<file path="src/rtl/fetch_buffer_if.sv">
// rtl/fetch_buffer_if.sv - packet type and fetch/dispatch-side bus for fetch_buffer
package fetch_buffer_pkg;
    typedef struct packed {
        logic        valid;
        logic [31:0] inst;
        logic [31:0] PC;
        logic        predict_direction;
    } IF_ID_PACKET;
endpackage

interface fetch_buffer_if #(parameter int DEPTH = 8);
    import fetch_buffer_pkg::*;

    logic                    squash;
    IF_ID_PACKET [2:0]       if_packet_in;
    logic [2:0]              d_stall;
    IF_ID_PACKET [2:0]       dis_packet_out;
    logic                    fetch_stall;
    logic [$clog2(DEPTH):0]  count;

    modport slave (
        input  squash, if_packet_in, d_stall,
        output dis_packet_out, fetch_stall, count
    );

    modport master (
        output squash, if_packet_in, d_stall,
        input  dis_packet_out, fetch_stall, count
    );
endinterface

</file>
<file path="src/rtl/fetch_buffer.sv">
// rtl/fetch_buffer.sv - three-wide circular instruction queue between fetch and dispatch
module fetch_buffer
    import fetch_buffer_pkg::*;
#(
    parameter int DEPTH = 8
) (
    input  logic            clock,
    input  logic            reset,
    fetch_buffer_if.slave   bus
);
    localparam int AW = $clog2(DEPTH);
    typedef logic [AW-1:0] ptr_t;
    typedef logic [AW:0]   cnt_t;
    localparam cnt_t STALL_LIM = cnt_t'(DEPTH - 3);

    IF_ID_PACKET entries [DEPTH];
    ptr_t        head;
    ptr_t        tail;
    cnt_t        count_q;

    IF_ID_PACKET pkt;
    logic        deq_go;
    logic [1:0]  n_deq;
    logic        enq_go;
    logic [1:0]  n_enq;
    logic        stall;
    IF_ID_PACKET wr_pkt [3];
    logic [2:0]  wr_en;

    // Output slot 2-k shows entry head+k; dequeue walks the same order and
    // stops at the first stalled slot or after a predicted-taken branch.
    always_comb begin
        bus.dis_packet_out = '0;
        pkt                = '0;
        deq_go             = 1'b1;
        n_deq              = 2'd0;
        for (int k = 0; k < 3; k++) begin
            if (cnt_t'(k) < count_q) begin
                pkt       = entries[head + ptr_t'(k)];
                pkt.valid = 1'b1;
                bus.dis_packet_out[2-k] = pkt;
                if (deq_go && !bus.d_stall[2-k]) begin
                    n_deq = n_deq + 2'd1;
                    if (pkt.predict_direction)
                        deq_go = 1'b0;
                end else begin
                    deq_go = 1'b0;
                end
            end else begin
                deq_go = 1'b0;
            end
        end
    end

    // Compact valid input slots oldest-first; younger slots after a
    // predicted-taken branch are dropped.
    always_comb begin
        stall  = count_q > STALL_LIM;
        enq_go = !stall && !bus.squash;
        n_enq  = 2'd0;
        wr_en  = 3'b000;
        for (int j = 0; j < 3; j++)
            wr_pkt[j] = '0;
        for (int s = 2; s >= 0; s--) begin
            if (enq_go && bus.if_packet_in[s].valid) begin
                wr_pkt[n_enq] = bus.if_packet_in[s];
                wr_en[n_enq]  = 1'b1;
                n_enq         = n_enq + 2'd1;
                if (bus.if_packet_in[s].predict_direction)
                    enq_go = 1'b0;
            end
        end
    end

    always_ff @(posedge clock or posedge reset) begin
        if (reset) begin
            head    <= '0;
            tail    <= '0;
            count_q <= '0;
        end else if (bus.squash) begin
            head    <= '0;
            tail    <= '0;
            count_q <= '0;
        end else begin
            head    <= head + ptr_t'(n_deq);
            tail    <= tail + ptr_t'(n_enq);
            count_q <= count_q + cnt_t'(n_enq) - cnt_t'(n_deq);
        end
    end

    // Storage needs no reset: count gates every read.
    always_ff @(posedge clock) begin
        for (int j = 0; j < 3; j++) begin
            if (wr_en[j])
                entries[tail + ptr_t'(j)] <= wr_pkt[j];
        end
    end

    assign bus.fetch_stall = stall;
    assign bus.count       = count_q;
endmodule

</file>
<file path="src/flat_wrapper.sv">
// flat-port wrapper written by rule: the top's interface ports become plain ports
module fetch_buffer_flat import fetch_buffer_pkg::*;
#(
    parameter int DEPTH = 8
)
  (clock, reset, bus_squash, bus_if_packet_in, bus_d_stall, bus_dis_packet_out, bus_fetch_stall, bus_count);
  fetch_buffer_if #(.DEPTH(DEPTH)) bus_i ();
  input  logic clock;
  input  logic reset;
  input wire logic [$bits(bus_i.squash)-1:0] bus_squash;
  input wire logic [$bits(bus_i.if_packet_in)-1:0] bus_if_packet_in;
  input wire logic [$bits(bus_i.d_stall)-1:0] bus_d_stall;
  output wire logic [$bits(bus_i.dis_packet_out)-1:0] bus_dis_packet_out;
  output wire logic [$bits(bus_i.fetch_stall)-1:0] bus_fetch_stall;
  output wire logic [$bits(bus_i.count)-1:0] bus_count;
  assign bus_i.squash = bus_squash;
  assign bus_i.if_packet_in = bus_if_packet_in;
  assign bus_i.d_stall = bus_d_stall;
  assign bus_dis_packet_out = bus_i.dis_packet_out;
  assign bus_fetch_stall = bus_i.fetch_stall;
  assign bus_count = bus_i.count;
  fetch_buffer #(.DEPTH(DEPTH)) u_core (.clock(clock), .reset(reset), .bus(bus_i));
endmodule
</file>
<file path="config.mk">
export PLATFORM = sky130hd
export DESIGN_NAME = fetch_buffer_flat
export DESIGN_NICKNAME = d
export VERILOG_FILES = /design/src/rtl/fetch_buffer_if.sv /design/src/rtl/fetch_buffer.sv /design/src/flat_wrapper.sv
export SDC_FILE = /design/constraint.sdc
export NUM_CORES = 2
export LEC_CHECK = 0
export ABC_AREA = 1
export CAP_MARGIN = 20
export CORE_MARGIN = 2
export CORE_UTILIZATION = 30
export CTS_BUF_LIST = sky130_fd_sc_hd__clkbuf_16
export CTS_CLUSTER_DIAMETER = 50
export DETAILED_ROUTE_END_ITERATION = 12
export PLACE_DENSITY = 0.51
export SKIP_CTS_REPAIR_TIMING = 1
export SYNTH_ARGS = -nofsm -noshare
export SYNTH_HDL_FRONTEND = slang
export SYNTH_SLANG_ARGS = --single-unit
</file>
<file path="constraint.sdc">
create_clock -name clock -period 5.06 [get_ports clock]
set_input_delay 0.506 -clock clock [delete_from_list [all_inputs] [get_ports clock]]
set_output_delay 0.506 -clock clock [all_outputs]
set_load 0.01 [all_outputs]
</file>
==> flow_metrics.tcl <==
set metrics [dict create \
    status "finished, final reports clean" \
    yosys_warnings 0 \
    syn_to_final_growth_pct 21.0 \
    pin_count 407 \
    fin_skew_ps 33.8 \
    max-vdd-ir-drop_mv 0.472 \
    cts_num_sinks 530 \
    drive_gt1_share_pct 6.85 \
    synth_seq_area_share_pct 35.9 \
    die_w_um 388 \
    rsz0062_at_grt "false" \
    synth_seq_cells 530 \
    min_path_type "input pin to asynchronous set/reset pin" \
    num_vias 52800 \
    core_um2 146000 \
    cts_tree "done" \
    setup_violations 0 \
    avgSynthCellArea_um2 6.51 \
    cts_buffers 100 \
    rows 140 \
    drtPass1Iterations 6 \
    final_nets 7014 \
    grt_pass1_vias 49000 \
    cp_cell_sequence "inv_6 -> buf_4 -> o21ai_0 -> o22ai_1 -> nor2_1 -> a311oi_1 -> clkdlybuf4s50_1" \
    cts_root_buf "clkbuf_16" \
    io_buffers 406 \
    path_max_fanout 74 \
    synth-async-reset-ratio_pct 1.89 \
    slowest_delay_ps 760 \
    grt_max_degree 264 \
    drv_slew 0 \
    vias_per_cell 5.99 \
    die_area_um2 150000 \
    synth_edf_count 520 \
    crit_arrival_ps 4490 \
    dp_hpwl_um 150000 \
    htreeDepth 3 \
    crit_type "flop to primary output" \
    wl_um 255000 \
    p_seq_share_pct 20.2 \
    synth_flop_cell "edfxtp_1" \
    postRouteAntennaNets 0 \
    drc 0 \
    p_clk_share_pct 23.6 \
    cp_slowest_cell "buf_4" \
    fmax_mhz 200 \
    critPathLaunchType "flop" \
    crit_required_ps 4550 \
    die_h_um 388 \
    max_cap_violations 0 \
    final_util_pct 36.6 \
    p_leak_uw 0.0234 \
    grt_pass1_wl_um 359000 \
    grt_usage_pct 32.7 \
    power.density_nw_per_um2 576 \
    tns_ps 0 \
    insertion_delay_ps 730 \
    syn_inst 6779 \
    drt_iter0_drc 8588 \
    synth_fp_nets 7001 \
    hold_viol_final 0 \
    slew-limit-headroom_pct 11.9 \
    internal_power_uw 16100 \
    swShare_pct 47.7 \
    antenna_found_initial 15 \
    clkTransAtPathRegs_ps 60 \
    initial_utilization_pct 30.3 \
    comb_power_share_pct 56.2 \
    worstMarginPinSlew_ps 1320 \
    wire_per_inst_um 29.0 \
    ys_types 42 \
    fin_crit_sh_pct 98.7 \
    worst_setup_path_end_kind "primary output" \
    min_period_ps 4990 \
    overflow 0 \
    gp_congestion 0.873 \
    cts_max_path_buffers 3 \
    p_switching_uw 14700 \
    syn_area_um2 44100 \
]
==> synthesized netlist by cell type, types with 6 or more instances <==
master	instances	area, um^2
nand4_1	194	1210
clkbuf_1	359	1350
nand3_2	6	60.1
edfxtp_1	520	15600
inv_1	361	1360
ha_1	14	175
o21ai_0	501	2510
o211ai_1	31	233
a221oi_1	50	438
nand2_2	22	138
buf_4	30	225
nor3_1	9	45.0
o22ai_1	46	288
dfrtp_1	10	250
nand3_1	1075	5380
o21a_1	6	45.0
buf_2	188	941
buf_1	90	338
a41oi_1	53	464
mux2i_1	32	320
a21oi_1	227	1140
a31oi_1	31	194
nand2_1	2598	9750
or2_2	34	213
a311oi_1	33	289
nor2_1	222	833
==> cells by family after synthesis <==
| kind of cell | after synthesis | share of synthesized area [%] |
|---|---|---|
| flip-flops | 530 | 35.9 |
| AND/OR/NAND/NOR | 4169 | 40.2 |
| XOR/XNOR | 6 | 0.119 |
| buffers and inverters | 1037 | 9.62 |
| AO/OA/AOI/OAI | 987 | 12.8 |
| multiplexers | 32 | 0.726 |
| adder cells (fa/ha/maj) | 18 | 0.578 |
==> layer usage <==
metal | track usage, % | share of wire (%)
met4 | 16.2 | 5.3
met1 | 42.3 | 38
met3 | 8.27 | 13
met2 | 50.4 | 44
met5 | 0 | 0.029
==> worst paths after layout <==
| kind | start | end | slack, ps | cells after the start |
|---|---|---|---|---|
| max | u_core.head[0] | bus_dis_packet_out[122] | 70 | 7 |
| max in group asynchronous | reset | u_core.head[0] | 4500 | 2 |
| max reg2reg | u_core.bus.count[2] | u_core.entries[2][4] | 940 | 16 |
| min | reset | u_core.bus.count[2] | 140 | 2 |
| min reg2reg | u_core.head[2] | u_core.head[2] | 740 | 2 |
| min in group clock | bus_squash | u_core.bus.count[2] | 720 | 2 |
==> critical path: cells and delay by family, from the launching register on <==
family / cells / cell delay, ps
AND/OR/NAND/NOR: 1 / 60
buffers and inverters: 3 / 1870
flip-flops: 1 / 730
AO/OA/AOI/OAI: 3 / 1080
==> cell usage in the layout (no fill, tap or decap), types with 18 or more instances in the layout <==
cell type | netlist | final
nand3_1 | 1075 | 1066
buf_12 | 0 | 23
a221oi_1 | 50 | 50
clkbuf_16 | 0 | 100
buf_4 | 30 | 151
o21ai_0 | 501 | 501
nand2_2 | 22 | 23
edfxtp_1 | 520 | 520
inv_1 | 361 | 366
a21oi_1 | 227 | 226
nand4_1 | 194 | 194
o211ai_1 | 31 | 31
clkdlybuf4s50_1 | 0 | 404
a41oi_1 | 53 | 53
nand2_1 | 2598 | 2587
a311oi_1 | 33 | 32
a31oi_1 | 31 | 31
o22ai_1 | 46 | 46
mux2i_1 | 32 | 32
or2_2 | 34 | 34
nor2_1 | 222 | 210
bufinv_16 | 0 | 18
==> power groups by stage <==
stage / registers, uW / clock network (uW) / logic (uW)
detailed placement: 6270 / 0 / 16700
floorplan: 6150 / 0 / 8630
global route: 6250 / 7460 / 18300
CTS: 6190 / 7270 / 16800
finish: 6210 / 7270 / 17300
global placement: 6280 / 0 / 16600
==> through the flow <==
step	std cells	cell area [um^2]	total power (uW)	hold WS (ps)	setup WS, ps
2_1_floorplan	6779	44100	14800	346	266
3_3_place_gp	8606	49800	22900	717	770
3_5_place_dp	8606	49800	23000	706	739
4_1_cts	8793	53400	30200	148	12.0
5_1_grt	8801	53400	32000	184	113
6_report	8802	53400	30800	144	66.7
==> sequential cells by signal, indices dropped and copies added (netlist names) <==
signal,cells
u_core.bus.count,4
u_core.entries,520
u_core.head,3
u_core.tail,3
==> cell type report <==
cell class / instances / area [um^2]
Sequential cell: 530 / 15900
Fill cell: 15200 / 92500
Clock buffer: 100 / 2500
Timing Repair Buffer: 579 / 5650
Multi-Input combinational cell: 5212 / 24500
Inverter: 369 / 1400
Antenna cell: 8 / 20.0
Tap cell: 1917 / 2400
Clock inverter: 87 / 1060
No activity file was read; power rests on OpenSTA's default activity.
